[config.mk]
export PLATFORM = sky130hd
export DESIGN_NAME = mem_arbiter
export DESIGN_NICKNAME = d
export VERILOG_FILES = /design/src/rtl/mem_arbiter.sv
export SDC_FILE = /design/constraint.sdc
export NUM_CORES = 1
export LEC_CHECK = 0
export CORE_UTILIZATION = 40
export CTS_BUF_LIST = sky130_fd_sc_hd__clkbuf_16
export CTS_CLUSTER_DIAMETER = 150
export DETAILED_ROUTE_END_ITERATION = 16
export PLACE_DENSITY = 0.93
export SKIP_CTS_REPAIR_TIMING = 1
export SLEW_MARGIN = 20
export SYNTH_ARGS = -nofsm -noshare
export SYNTH_HDL_FRONTEND = slang
export SYNTH_SLANG_ARGS = --single-unit
[constraint.sdc]
create_clock -name clk -period 1.95 [get_ports clk]
set_clock_uncertainty 0.05 [all_clocks]
set_input_delay 0.195 -clock clk [delete_from_list [all_inputs] [get_ports clk]]
set_output_delay 0.195 -clock clk [all_outputs]
set_load 0.05 [all_outputs]
[src/rtl/mem_arbiter.sv]
// mem_arbiter: shares one ROM/RAM memory port between instruction fetch (IF)
// and load/store (LS), blocks ROM writes and keeps IF from being starved.
module mem_arbiter #(
    parameter int unsigned           DATA_WIDTH   = 32,
    parameter logic [DATA_WIDTH-1:0] ROM_LIMIT    = 32'h1000_0000,
    parameter int unsigned           STARVE_LIMIT = 4
) (
    input  logic                  clk,
    input  logic                  reset,
    input  logic                  if_req_i,
    input  logic [DATA_WIDTH-1:0] if_addr_i,
    output logic [DATA_WIDTH-1:0] if_rdata_o,
    output logic                  if_valid_o,
    input  logic                  ls_req_i,
    input  logic                  ls_we_i,
    input  logic [DATA_WIDTH-1:0] ls_addr_i,
    input  logic [DATA_WIDTH-1:0] ls_wdata_i,
    output logic [DATA_WIDTH-1:0] ls_rdata_o,
    output logic                  ls_valid_o,
    output logic                  ls_err_o,
    output logic                  mem_we_o,
    output logic [DATA_WIDTH-1:0] mem_addr_o,
    output logic [DATA_WIDTH-1:0] mem_wdata_o,
    input  logic [DATA_WIDTH-1:0] mem_rdata_i,
    output logic                  busy_o
);

    localparam int unsigned STREAK_W = (STARVE_LIMIT < 1) ? 1 : $clog2(STARVE_LIMIT + 1);
    localparam logic [STREAK_W-1:0] STREAK_MAX = STREAK_W'(STARVE_LIMIT);

    typedef enum logic [1:0] {
        S_IDLE   = 2'd0,
        S_ACCESS = 2'd1,
        S_RESP   = 2'd2
    } state_e;

    state_e                state_q, state_d;
    logic [STREAK_W-1:0]   streak_q, streak_d;
    logic                  grant_ls_q, grant_ls_d;
    logic                  is_write_q, is_write_d;
    logic                  err_q, err_d;
    logic                  mem_we_q, mem_we_d;
    logic [DATA_WIDTH-1:0] mem_addr_q, mem_addr_d;
    logic [DATA_WIDTH-1:0] mem_wdata_q, mem_wdata_d;
    logic [DATA_WIDTH-1:0] if_rdata_q, if_rdata_d;
    logic [DATA_WIDTH-1:0] ls_rdata_q, ls_rdata_d;
    logic                  if_valid_q, if_valid_d;
    logic                  ls_valid_q, ls_valid_d;
    logic                  ls_err_q, ls_err_d;
    logic                  busy_q, busy_d;

    logic any_req;
    logic pick_ls;
    logic ls_rom_write;

    assign any_req      = if_req_i | ls_req_i;
    // LS wins contention unless IF has already lost STARVE_LIMIT times in a row
    assign pick_ls      = ls_req_i & (~if_req_i | (streak_q != STREAK_MAX));
    assign ls_rom_write = ls_we_i & (ls_addr_i < ROM_LIMIT);

    always_ff @(posedge clk) begin
        if (reset) begin
            state_q     <= S_IDLE;
            streak_q    <= '0;
            grant_ls_q  <= 1'b0;
            is_write_q  <= 1'b0;
            err_q       <= 1'b0;
            mem_we_q    <= 1'b0;
            mem_addr_q  <= '0;
            mem_wdata_q <= '0;
            if_rdata_q  <= '0;
            ls_rdata_q  <= '0;
            if_valid_q  <= 1'b0;
            ls_valid_q  <= 1'b0;
            ls_err_q    <= 1'b0;
            busy_q      <= 1'b0;
        end else begin
            state_q     <= state_d;
            streak_q    <= streak_d;
            grant_ls_q  <= grant_ls_d;
            is_write_q  <= is_write_d;
            err_q       <= err_d;
            mem_we_q    <= mem_we_d;
            mem_addr_q  <= mem_addr_d;
            mem_wdata_q <= mem_wdata_d;
            if_rdata_q  <= if_rdata_d;
            ls_rdata_q  <= ls_rdata_d;
            if_valid_q  <= if_valid_d;
            ls_valid_q  <= ls_valid_d;
            ls_err_q    <= ls_err_d;
            busy_q      <= busy_d;
        end
    end

    always_comb begin
        state_d = state_q;
        unique case (state_q)
            S_IDLE:   if (any_req) state_d = S_ACCESS;
            S_ACCESS: state_d = S_RESP;
            S_RESP:   state_d = S_IDLE;
            default:  state_d = S_IDLE;
        endcase
    end

    // Datapath and registered-output next values
    always_comb begin
        streak_d    = streak_q;
        grant_ls_d  = grant_ls_q;
        is_write_d  = is_write_q;
        err_d       = err_q;
        mem_addr_d  = mem_addr_q;
        mem_wdata_d = mem_wdata_q;
        if_rdata_d  = if_rdata_q;
        ls_rdata_d  = ls_rdata_q;
        mem_we_d    = 1'b0;
        if_valid_d  = 1'b0;
        ls_valid_d  = 1'b0;
        ls_err_d    = 1'b0;
        busy_d      = (state_d != S_IDLE);

        unique case (state_q)
            S_IDLE: begin
                if (any_req) begin
                    grant_ls_d = pick_ls;
                    if (pick_ls) begin
                        mem_addr_d  = ls_addr_i;
                        mem_wdata_d = ls_wdata_i;
                        is_write_d  = ls_we_i;
                        err_d       = ls_rom_write;
                        mem_we_d    = ls_we_i & ~ls_rom_write;
                        if (!if_req_i) begin
                            streak_d = '0;
                        end else if (streak_q != STREAK_MAX) begin
                            streak_d = streak_q + STREAK_W'(1);
                        end
                    end else begin
                        mem_addr_d = if_addr_i;
                        is_write_d = 1'b0;
                        err_d      = 1'b0;
                        streak_d   = '0;
                    end
                end
            end
            S_ACCESS: begin
                if (!is_write_q) begin
                    if (grant_ls_q) ls_rdata_d = mem_rdata_i;
                    else            if_rdata_d = mem_rdata_i;
                end
                if_valid_d = ~grant_ls_q;
                ls_valid_d = grant_ls_q;
                ls_err_d   = grant_ls_q & err_q;
            end
            S_RESP: begin
            end
            default: begin
            end
        endcase
    end

    assign if_rdata_o  = if_rdata_q;
    assign if_valid_o  = if_valid_q;
    assign ls_rdata_o  = ls_rdata_q;
    assign ls_valid_o  = ls_valid_q;
    assign ls_err_o    = ls_err_q;
    assign mem_we_o    = mem_we_q;
    assign mem_addr_o  = mem_addr_q;
    assign mem_wdata_o = mem_wdata_q;
    assign busy_o      = busy_q;

endmodule

# [Yosys cells after proc, flatten, opt, wreduce, memory -nomap -nowiden]
# Index checks and enable logic that the tools add are counted.
[classes] n_addsub=1 multipliers=0 div_mod_pow=0 n_lt_le_gt_ge=1 n_eq_ne=3 n_shift=0 muxes=8 bitwise=14 n_reduce_logical=9
[ops] cell="32-bit by 29-bit < comparator with 1-bit output, second input constant" count=1
[ops] cell="32-bit 2-to-1 mux" count=1
[ops] cell="3-bit AND reduction" count=4
[ops] cell="3-bit 2-to-1 mux" count=3
[ops] cell="1-bit NOT" count=8
[ops] cell="1-bit AND" count=4
[ops] cell="2-bit case mux with 2 select lines" count=1
[ops] cell="4-bit OR reduction" count=1
[ops] cell="3-bit by 1-bit adder with 3-bit output, second input constant" count=1
[ops] cell="3-bit by 2-bit inequality test with 1-bit output, second input constant" count=1
[ops] cell="3-bit inequality test, second input constant" count=1
[ops] cell="2-bit by 1-bit equality test with 1-bit output, second input constant" count=1
[ops] cell="2-bit zero test" count=1
[ops] cell="1-bit 2-to-1 mux" count=2
[ops] cell="2-bit 2-to-1 mux" count=1
[ops] cell="1-bit OR" count=2
[ops] cell="2-bit AND reduction" count=1
[ops] cell="2-bit nonzero test" count=1
[ops] cell="2-bit OR reduction" count=1
[totals] ff_bits=141 latch_bits=0 mem_bits_rw=0 rom_bits=0 inputBits=133 out_inout_bits=133 wordCells=50 memories=0

# [Depth between registers and ports, before layout]
# Gate-level depths: netlist (run 1).
[depth] word_depth=5 ltp_mapped=8 mapped_depth_nobuf=6

# [Worst setup path before layout (run 1)]
# No wires, ideal clock.
[synth_timing] path_type="reg-to-reg" startpoint="register streak_q[0]" endpoint="register mem_addr_q[24] (netlist: mem_addr_o[24])" setup_ps=86 arrival_time_ps=1397 t_required_ps=1814 setup_slack_ps=417 stages_incl_launch_ff=9 n_path_buf=2 synth_period_minus_slack_ps=1533 path_cell_list="dfxtp_1 -> inv_1 -> ha_1 -> nand3_1 -> and2_1 -> buf_2 -> buf_4 -> a21oi_1 -> a211oi_1"
[synth_via] elab_chain_cells=4
[synth_rtl] element="from (decl)" line_no="38" text="logic [STREAK_W-1:0] streak_q, streak_d;"
[synth_rtl] element="from (signal assigned)" line_no="79" text="streak_q <= streak_d;"
[synth_rtl] element="3-bit inequality test" line_no="58" text="assign pick_ls = ls_req_i & (~if_req_i | (streak_q != STREAK_MAX));"
[synth_rtl] element="1-bit OR" line_no="58"
[synth_rtl] element="1-bit AND" line_no="58"
[synth_rtl] element="32-bit 2-to-1 mux" line_no="125" text="if (pick_ls) begin"
[synth_rtl] element="to (signal assigned)" line_no="84" text="mem_addr_q <= mem_addr_d;"
[synth_rtl] element="to (decl)" line_no="43" text="logic [DATA_WIDTH-1:0] mem_addr_q, mem_addr_d;"
# No other way between the ends.
# A chain may end at the register's enable or synchronous reset.

# [Worst setup path in the final report (run 1)]
[layout_timing] startpoint="register mem_addr_q[9] (netlist: mem_addr_o[9])" endpoint="output mem_addr_o[9]"
[layout_rtl] element="to (decl)" line_no="22" text="output logic [DATA_WIDTH-1:0] mem_addr_o,"
# No word-level cell between the ends.

==> summary.md, run 1 <==
| Metric | Value |
|---|---|
| Slew Limit Headroom | 0.619 |
| Synth top area share | 0.543 |
| Cts bufs inserted | 17 |
| Crit path time final | 1.85 ns |
| Crit share post-route | 0.949 |
| Die width | 116 um |
| Nets | 1037 |
| Critical path cell sequence | clkdlybuf4s50_1 |
| Syn_area_per_cell | 7.99 um^2 |
| Bufs and invs on worst path | 1 |
| Post-synth EDFFs | 0 |
| CTS Root Cell | clkbuf_16 |
| Max incr delay on CP | 0.83 ns |
| Post-Syn Area | 0.00520 mm^2 |
| Hpwl dp | 11700 um |
| Largest net degree at the start of global routing | 46 |
| Area grow syn2layout | 65.6% |
| Die Y | 116 um |
| Initial Util | 0.410 |
| Initial antenna violation count | 0 |
| Startpoint class of the critical path | register |
| H-tree level count | 4 |
| Clock Path Buffers | 2 |
| Syn Nets | 786 |
| Leak Pwr | 3.14 nW |
| Vias in the first global route | 5108 |
| Post-route insts no fill | 1087 |
| Max Transition Viols Final | 0 |
| Max-cap violation count | 0 |
| Gr ovfl total | 0 |
| WL per Instance | 15.2 um |
| WS Path Type | register to primary output |
| Status | completed |
| First drt pass iteration count | 4 |
| Remaining antenna violation count | 0 |
| RSZ-0062 raised after global routing | no |
| Vias | 5374 |
| Leading area contributor after synthesis | dfxtp_1 |
| Critical path capture point type | primary output |
| Max Clock Freq | 540 MHz |
| Core area | 0.0127 mm^2 |
| Antenna cells | 0 |
| Row cnt | 41 |
| Family with the most delay on the worst path | buffers and inverters |
| DRC viols | 0 |
| Slew @ Worst Pin | 0.570 ns |
| Synth async-reset ratio | 0 |
| Global Route Usage Sum | 0.245 |
| Final hold vios | 0 |
| Syn. warnings | 0 |
| Number of synthesized register bits | 141 |
| CP max FO | 2 |
| VDD IR max | 0.516 mV |
| Gp weighted congestion | 0.832 |
| Clock Pin Slew Worst Setup and Hold Paths | 0.06 ns |
| Vias per cell | 4.94 |
| First-pass GRT wire length | 25200 um |
| Worst-skew pair later-pin latency | 0.41 ns |
| Main synth FF type | dfxtp_1 |
| DIE AREA | 0.0135 mm^2 |
| Sink Count | 141 |
| DR iter-0 viols | 358 |
| Slowest CP cell | clkdlybuf4s50_1 |
| Post-synthesis instance total | 651 |
| PortBufs | 265 |
| Ports | 266 |
| CTS tree | built |
| Crit path DAT | 1.61 ns |
| Power Density | 955 mW/mm^2 |
| Dominant cells by area after synthesis | dfxtp_1 (54%), nand2_1 (17%), a21oi_1 (13%) |
| Required @ worst endpoint | 1.70 ns |
| Count of final setup violators | 0 |
| Post-synth top cells | nand2_1 (229), dfxtp_1 (141), a21oi_1 (134) |
| Post-synthesis sequential area ratio | 0.543 |
| Most frequent cell after synthesis | nand2_1 |
| Setup TNS | 0 ns |
| Total wire length | 16500 um |
| Placed cell count | 1055 |
| Share of layout cells above drive strength 1 | 0.0557 |
| Hold crit path type | input port to register |
| Cell variety after synth | 29 |
[power by group]
group          total [mW]  internal [mW]  switching, mW
Sequential           3.18           3.07          0.105
Combinational        1.89          0.731           1.15
Clock                3.16           1.98           1.18
[worst paths after layout]
| kind | cells past startpoint | endpoint | slack (ns) | start |
|---|---|---|---|---|
| worst max-delay path | 1 | mem_addr_o[9] | 0.1 | mem_addr_o[9]$_SDFFE_PP0P_ |
| worst min-delay path | 2 | streak_q[1]$_SDFFE_PP0P_ | 0.13 | reset |
| worst max register to register | 7 | mem_addr_o[14]$_SDFFE_PP0P_ | 0.22 | streak_q[0]$_SDFFE_PP0P_ |
| worst min register to register | 2 | if_rdata_o[14]$_SDFFE_PP0P_ | 0.40 | if_rdata_o[14]$_SDFFE_PP0P_ |
[per-stage QoR]
| stage | worst slack [ns] | hold WS (ns) | utilization | total power, mW | instance area (um^2) |
|---|---|---|---|---|---|
| 6_report | 0.0997 | 0.126 | 0.680 | 8.22 | 8610 |
| 4_1_cts | 0.0746 | 0.106 | 0.680 | 8.29 | 8610 |
| 3_3_place_gp | 0.131 | 0.390 | 0.634 | 5.08 | 8030 |
| 5_1_grt | 0.0527 | 0.127 | 0.680 | 8.57 | 8610 |
| 3_5_place_dp | 0.0790 | 0.395 | 0.634 | 5.12 | 8030 |
| 2_1_floorplan | 0.417 | 0.233 | - | 4.32 | 5200 |
[placed cells by master (no fill, tap or decap), types with 2 or more instances in the layout]
cell,netlist,layout
clkdlybuf4s50_1,0,264
nand3_1,2,2
nor4_1,2,2
buf_12,0,6
ha_1,2,2
a211oi_1,33,33
clkinv_1,0,4
clkbuf_16,0,17
dfxtp_1,141,141
nor2_1,37,37
and2_1,3,3
nand2_1,229,229
bufinv_16,0,3
buf_4,6,13
a21oi_1,134,134
inv_1,2,3
clkinv_2,0,3
clkinvlp_4,0,3
[sequential cells by signal (all words and copies together) (netlist names)]
name         cells
busy_o           1
err_q            1
grant_ls_q       1
if_rdata_o      32
if_valid_o       1
is_write_q       1
ls_err_o         1
ls_rdata_o      32
ls_valid_o       1
mem_addr_o      32
mem_wdata_o     32
mem_we_o         1
state_q          2
streak_q         3
[kinds of logic (layout without fill, tap and decap cells)]
| kind of cell | after synthesis | in the layout | synth area share |
|---|---|---|---|
| DFF | 141 | 141 | 0.543 |
| AOI/OAI and AO/OA | 171 | 171 | 0.182 |
| buffers and inverters | 53 | 317 | 0.0517 |
| adders and majority gates | 2 | 2 | 0.00481 |
| and+or+nand+nor | 284 | 284 | 0.219 |
[cell type report]
class                           instances  area, um^2
Clock buffer                           17         425
Clock inverter                         15         155
Fill cell                            1005        4060
Inverter                                2        7.51
Multi-Input combinational cell        457        2130
Sequential cell                       141        2820
Tap cell                              172         215
Timing Repair Buffer                  283        2860
[layer usage]
| metal | track usage | share of wire | up-vias |
|---|---|---|---|
| li1 | - | - | 2656 |
| met1 | 0.253 | 0.37 | 2454 |
| met2 | 0.438 | 0.52 | 226 |
| met3 | 0.0926 | 0.088 | 38 |
| met4 | 0.115 | 0.031 | 0 |
| met5 | 0 | 0 | - |
Note: power is estimated with default switching activity, not from simulation.
==> run 2: changes to the inputs <==
--- a/config.mk
+++ b/config.mk
@@ -9,6 +9,7 @@
 export CTS_BUF_LIST = sky130_fd_sc_hd__clkbuf_16
 export CTS_CLUSTER_DIAMETER = 150
 export DETAILED_ROUTE_END_ITERATION = 16
+export GPL_TIMING_DRIVEN = 0
 export PLACE_DENSITY = 0.93
 export SKIP_CTS_REPAIR_TIMING = 1
 export SLEW_MARGIN = 20
==> run 2 against run 1 <==
Register-to-register slack got worse by 0.13 ns. Sequential power about the same. Total power decreased by 0.32%. Sequential share of layout area decreased by 0.16 points. Combinational power about the same. Non-clock buffer count increased by 33. Count of clock-buffer cells in the layout unchanged. Final cell count increased by 3.0%. Worst hold slack improved by 0.14 ns. Critical path type unchanged. Routed wire length increased by 4.5%. Clock power about the same.
==> summary.md, run 2 (synthesis results as in run 1) <==
| Metric | Value |
|---|---|
| CTS Root Cell | clkbuf_16 |
| Slew @ Worst Pin | 0.570 ns (-0.000670 ns) |
| Critical path capture point type | primary output |
| Seq pwr share | 0.387 (about the same) |
| Final hold vios | 0 (unchanged) |
| Required @ worst endpoint | 1.70 ns (about the same) |
| WL per Instance | 15.4 um (+1.4%) |
| Crit path DAT | 1.62 ns (about the same) |
| Hold Slack | 0.267 ns (+0.141 ns) |
| Hold crit path type | input port to register |
| Overall power | 8.19 mW (-0.32%) |
| Antenna cells | 0 (unchanged) |
| Startpoint class of the critical path | register |
| Gate power share | 0.231 (+0.002) |
| Count of final setup violators | 0 (unchanged) |
| Power Density | 947 mW/mm^2 (-0.80%) |
| DR iter-0 viols | 307 (-14%) |
| RSZ-0062 raised after global routing | no |
| Row cnt | 41 (unchanged) |
| Hpwl dp | 12900 um (+10%) |
| Sink Count | 141 (unchanged) |
| Largest net degree at the start of global routing | 17 (-63%) |
| Post-DP Area | 0.00807 mm^2 (+0.47%) |
| Family with the most delay on the worst path | buffers and inverters |
| Die Y | 116 um (unchanged) |
| Die width | 116 um (unchanged) |
| Crit share post-route | 0.956 (+0.00722) |
| Max-cap violation count | 0 (unchanged) |
| Cts bufs inserted | 17 (unchanged) |
| Crit path time final | 1.86 ns (+0.0141 ns) |
| CTS tree | built |
| Max incr delay on CP | 0.83 ns (about the same) |
| Leading cell type in the layout, fill and taps excluded | clkdlybuf4s50_1 |
| CP max FO | 2 (unchanged) |
| Psw | 2.52 mW (+3.4%) |
| DRC viols | 0 (unchanged) |
| Gp weighted congestion | 0.815 (-1.9%) |
| Ports | 266 (unchanged) |
| Nets | 1070 (+3.2%) |
| Max Clock Freq | 536 MHz (-0.76%) |
| Leak Pwr | 3.18 nW (+1.4%) |
| Area grow syn2layout | 66.4% |
| Vias in the first global route | 5412 (+6.0%) |
| PortBufs | 265 (unchanged) |
| Fin area | 0.00865 mm^2 (+0.48%) |
| WS Path Type | register to primary output |
| Clk network pwr share | 0.382 (-0.002) |
| Worst-skew pair later-pin latency | 0.42 ns (about the same) |
| First-pass GRT wire length | 26200 um (+3.8%) |
| Slowest CP cell | clkdlybuf4s50_1 |
| First drt pass iteration count | 4 (unchanged) |
| Core area | 0.0127 mm^2 (unchanged) |
| Clock Pin Slew Worst Setup and Hold Paths | 0.06 ns (about the same) |
| Filler instances | 989 (-1.6%) |
| Max Transition Viols Final | 0 (unchanged) |
| Fin util | 0.683 (+0.00326) |
| Sw frac | 0.308 (+0.0110) |
| Critical path cell sequence | clkdlybuf4s50_1 |
| Status | completed |
| Most frequent cells in the layout | clkdlybuf4s50_1 (265), nand2_1 (229), dfxtp_1 (141) |
| Clock Path Buffers | 2 (unchanged) |
| Initial antenna violation count | 0 (unchanged) |
| Initial Util | 0.410 (unchanged) |
| Remaining antenna violation count | 0 (unchanged) |
| Int Power | 5.67 mW (-1.9%) |
| Worst reg2reg path depth | 8 (+1) |
| Bufs and invs on worst path | 1 (unchanged) |
| Worst Hold Depth | 3 (+1) |
| Gr ovfl total | 0 (unchanged) |
| Total wire length | 17300 um (+4.5%) |
| Vias | 5592 (+4.1%) |
| H-tree level count | 4 (unchanged) |
| Register Area | 0.00282 mm^2 (unchanged) |
| VDD IR max | 0.482 mV (-6.7%) |
| Share of layout cells above drive strength 1 | 0.0696 (+0.0139) |
| Area occupied by multi-input gates | 0.00211 mm^2 (-0.53%) |
| Worst path depth | 1 (unchanged) |
| Global Route Usage Sum | 0.256 (+0.0113) |
| DIE AREA | 0.0135 mm^2 (unchanged) |
| Slew Limit Headroom | 0.620 (+0.00164) |
| Vias per cell | 4.99 (+0.99%) |
[run 2: cell types whose count changed in the layout (fill, tap and decap cells not counted), moves of 3 or more]
cell      previous run  this run
buf_12               6         0
buf_2                0        19
buf_4               13         6
buf_6                0         3
clkbuf_1             0        20
clkinv_1             4         0
clkinv_4             1         4
[run 2: through the flow]
step | cells | TNS (ns) | worst slack [ns]
final | 1120 | 0 | 0.0856
after CTS | 1120 | 0 | 0.0562
after global placement | 1088 | -1.41 | -0.125
after global routing | 1120 | 0 | 0.00842
after detailed placement | 1088 | -2.80 | -0.129
after floorplan | 651 | 0 | 0.417
[run 2: path summary, 6_finish.rpt]
check                                             startpoint                           end  slack [ns]
worst max-delay path              if_rdata_o[0]$_SDFFE_PP0P_                 if_rdata_o[0]        0.09
worst min-delay path                          ls_wdata_i[12]  mem_wdata_o[12]$_SDFFE_PP0P_        0.27
worst max register to register      streak_q[0]$_SDFFE_PP0P_   mem_addr_o[13]$_SDFFE_PP0P_        0.09
worst min register to register  mem_wdata_o[22]$_SDFFE_PP0P_  mem_wdata_o[22]$_SDFFE_PP0P_        0.40
[run 2: final cells by class]
class	count	area share
inverter	2	0.000868
timing repair buffer	265	0.307
multi-input combinational	457	0.244
clock buffer	17	0.0492
tap	172	0.0249
sequential	141	0.326
clock inverter	15	0.0174
buffer	51	0.0307
[run 2: routing by layer]
layer / track usage / share of wire / vias to the layer above
li1: - / - / 2727
met1: 0.268 / 0.38 / 2581
met2: 0.456 / 0.50 / 240
met3: 0.0921 / 0.084 / 44
met4: 0.122 / 0.029 / 0
met5: 0 / 0 / -
[run 2: power groups by stage]
stage | sequential, mW | combinational (mW) | clock [mW]
floorplan | 3.85 | 0.471 | 0
global placement | 3.23 | 1.86 | 0
detailed placement | 3.24 | 1.88 | 0
CTS | 3.17 | 1.90 | 3.16
global route | 3.19 | 2.01 | 3.31
finish | 3.17 | 1.89 | 3.13
[run 2: worst reg2reg max path, stage by stage, from the launching register on]
cell,delay (ns)
dfxtp_1,0.40
inv_1,0.08
ha_1,0.21
nand3_1,0.13
and2_1,0.14
clkbuf_4,0.18
buf_4,0.19
a21oi_1,0.10
a211oi_1,0.28
==> run 3: changes to the inputs <==
--- a/config.mk
+++ b/config.mk
@@ -9,8 +9,9 @@
 export CTS_BUF_LIST = sky130_fd_sc_hd__clkbuf_16
 export CTS_CLUSTER_DIAMETER = 150
 export DETAILED_ROUTE_END_ITERATION = 16
+export GPL_ROUTABILITY_DRIVEN = 0
 export GPL_TIMING_DRIVEN = 0
-export PLACE_DENSITY = 0.93
+export PLACE_DENSITY = 0.81
 export SKIP_CTS_REPAIR_TIMING = 1
 export SLEW_MARGIN = 20
 export SYNTH_ARGS = -nofsm -noshare
==> run 3 against run 2 <==
Register-to-register slack improved by 0.09 ns. Clock power decreased by 1%. Sequential cell count unchanged. Core utilization decreased by 0.079 points. Total power decreased by 0.51%.
==> summary.md, run 3 (synthesis results as in run 1) <==
| Metric | Value |
|---|---|
| WS Path Type | register to primary output |
| DR iter-0 viols | 307 (unchanged) |
| H-tree level count | 4 (unchanged) |
| Crit path time final | 1.87 ns (+0.00319 ns) |
| WL per Instance | 15.1 um (-1.8%) |
| Critical path cell sequence | clkdlybuf4s50_1 |
| Hold Slack | 0.279 ns (+0.0118 ns) |
| CTS tree | built |
| Clock Path Buffers | 2 (unchanged) |
| Core area | 0.0127 mm^2 (unchanged) |
| Required @ worst endpoint | 1.70 ns (about the same) |
| Initial Util | 0.410 (unchanged) |
| Post-route insts no fill | 1120 (unchanged) |
| Worst reg2reg path depth | 8 (unchanged) |
| Gr ovfl total | 0 (unchanged) |
| Leak Pwr | 3.19 nW (+0.32%) |
| Worst Hold Depth | 3 (unchanged) |
| PortBufs | 265 (unchanged) |
| Reg-to-Reg Start | streak_q[0]$_SDFFE_PP0P_ |
| Post-DP Area | 0.00807 mm^2 (unchanged) |
| Power Density | 943 mW/mm^2 (-0.40%) |
| CP Launch Point | if_rdata_o[0]$_SDFFE_PP0P_ |
| DIE AREA | 0.0135 mm^2 (unchanged) |
| VDD IR max | 0.572 mV (+19%) |
| Max-cap violation count | 0 (unchanged) |
| Sink Count | 141 (unchanged) |
| Overall power | 8.15 mW (-0.51%) |
| Family with the most delay on the worst path | buffers and inverters |
| RSZ-0062 raised after global routing | no |
| Worst-skew pair later-pin latency | 0.41 ns (about the same) |
| Vias per cell | 4.83 (-3.2%) |
| Largest net degree at the start of global routing | 17 (unchanged) |
| Crit path DAT | 1.62 ns (about the same) |
| Max Transition Viols Final | 0 (unchanged) |
| Hpwl dp | 12600 um (-2.4%) |
| Nets | 1070 (unchanged) |
| Ports | 266 (unchanged) |
| Crit share post-route | 0.958 (+0.00163) |
| Die width | 116 um (unchanged) |
| Count of final setup violators | 0 (unchanged) |
| RR Endpoint | mem_addr_o[9]$_SDFFE_PP0P_ |
| Status | completed |
| Total wire length | 17000 um (-1.8%) |
| Worst path depth | 1 (unchanged) |
| Clock Pin Slew Worst Setup and Hold Paths | 0.06 ns (about the same) |
| Global Route Usage Sum | 0.252 (-0.00450) |
| Slew Limit Headroom | 0.614 (-0.00584) |
| Antenna cells | 0 (unchanged) |
| Share of layout cells above drive strength 1 | 0.0612 (-0.00844) |
| First-pass GRT wire length | 25900 um (-0.95%) |
| Bufs and invs on worst path | 1 (unchanged) |
| Leading cell type in the layout, fill and taps excluded | clkdlybuf4s50_1 |
| Filler instances | 1059 (+7.1%) |
| Worst Setup EP | if_rdata_o[0] |
| Die Y | 116 um (unchanged) |
| Max incr delay on CP | 0.83 ns (about the same) |
| R2R setup slack | 0.18 ns (+0.09 ns) |
| Slowest CP cell | clkdlybuf4s50_1 |
| Vias in the first global route | 5187 (-4.2%) |
| Hold crit path type | input port to register |
| Placed cell count | 1088 (unchanged) |
| First drt pass iteration count | 4 (unchanged) |
| Row cnt | 41 (unchanged) |
| DRC viols | 0 (unchanged) |
| Area grow syn2layout | 66.2% |
| Max Clock Freq | 535 MHz (-0.17%) |
| Vias | 5411 (-3.2%) |
| CP max FO | 2 (unchanged) |
| Initial antenna violation count | 0 (unchanged) |
| Critical path capture point type | primary output |
| Remaining antenna violation count | 0 (unchanged) |
| CTS Root Cell | clkbuf_16 |
| Fin area | 0.00864 mm^2 (-0.12%) |
| Startpoint class of the critical path | register |
| Cts bufs inserted | 17 (unchanged) |
| Slew @ Worst Pin | 0.576 ns (+0.00696 ns) |
| Most frequent cells in the layout | clkdlybuf4s50_1 (265), nand2_1 (229), dfxtp_1 (141) |
| Final hold vios | 0 (unchanged) |
[run 3: metrics by stage]
stage / utilization / setup slack [ns] / TNS, ns
3_5_place_dp: 0.637 / -0.0752 / -0.863
2_1_floorplan: - / 0.417 / 0
5_1_grt: 0.682 / 0.00617 / 0
4_1_cts: 0.681 / 0.0746 / 0
3_3_place_gp: 0.637 / -0.0536 / -0.305
6_report: 0.682 / 0.0824 / 0
[run 3: how the worst min path moves through the flow]
stage | slack, ns | endpoint | startpoint
floorplan | 0.23 | state_q[1]$_SDFF_PP0_ | reset
global placement | 0.39 | err_q$_SDFFE_PP0P_ | err_q$_SDFFE_PP0P_
CTS | 0.26 | mem_wdata_o[6]$_SDFFE_PP0P_ | ls_wdata_i[6]
finish | 0.28 | mem_wdata_o[6]$_SDFFE_PP0P_ | ls_wdata_i[6]
global route | 0.27 | mem_wdata_o[27]$_SDFFE_PP0P_ | ls_wdata_i[27]
detailed placement | 0.39 | err_q$_SDFFE_PP0P_ | err_q$_SDFFE_PP0P_
[run 3: layout make-up]
class | count | area (um^2) | share of cell area
Inverter | 2 | 7.51 | 0.000869
Multi-Input combinational cell | 457 | 2120 | 0.245
Clock buffer | 17 | 425 | 0.0492
Sequential cell | 141 | 2820 | 0.327
Tap cell | 172 | 215 | 0.0249
Timing Repair Buffer | 265 | 2650 | 0.307
Buffer | 51 | 262 | 0.0303
Clock inverter | 15 | 139 | 0.0161
[run 3: per-layer routing]
metal,GRT usage,share of wire
met5,0,0
met4,0.119,0.032
met3,0.0941,0.087
met2,0.432,0.49
met1,0.275,0.39
[run 3: power by group]
part           leakage, nW  internal (mW)  switching [mW]
registers             1.15           3.07           0.103
logic                 1.74          0.726            1.16
clock network        0.293           1.96            1.13
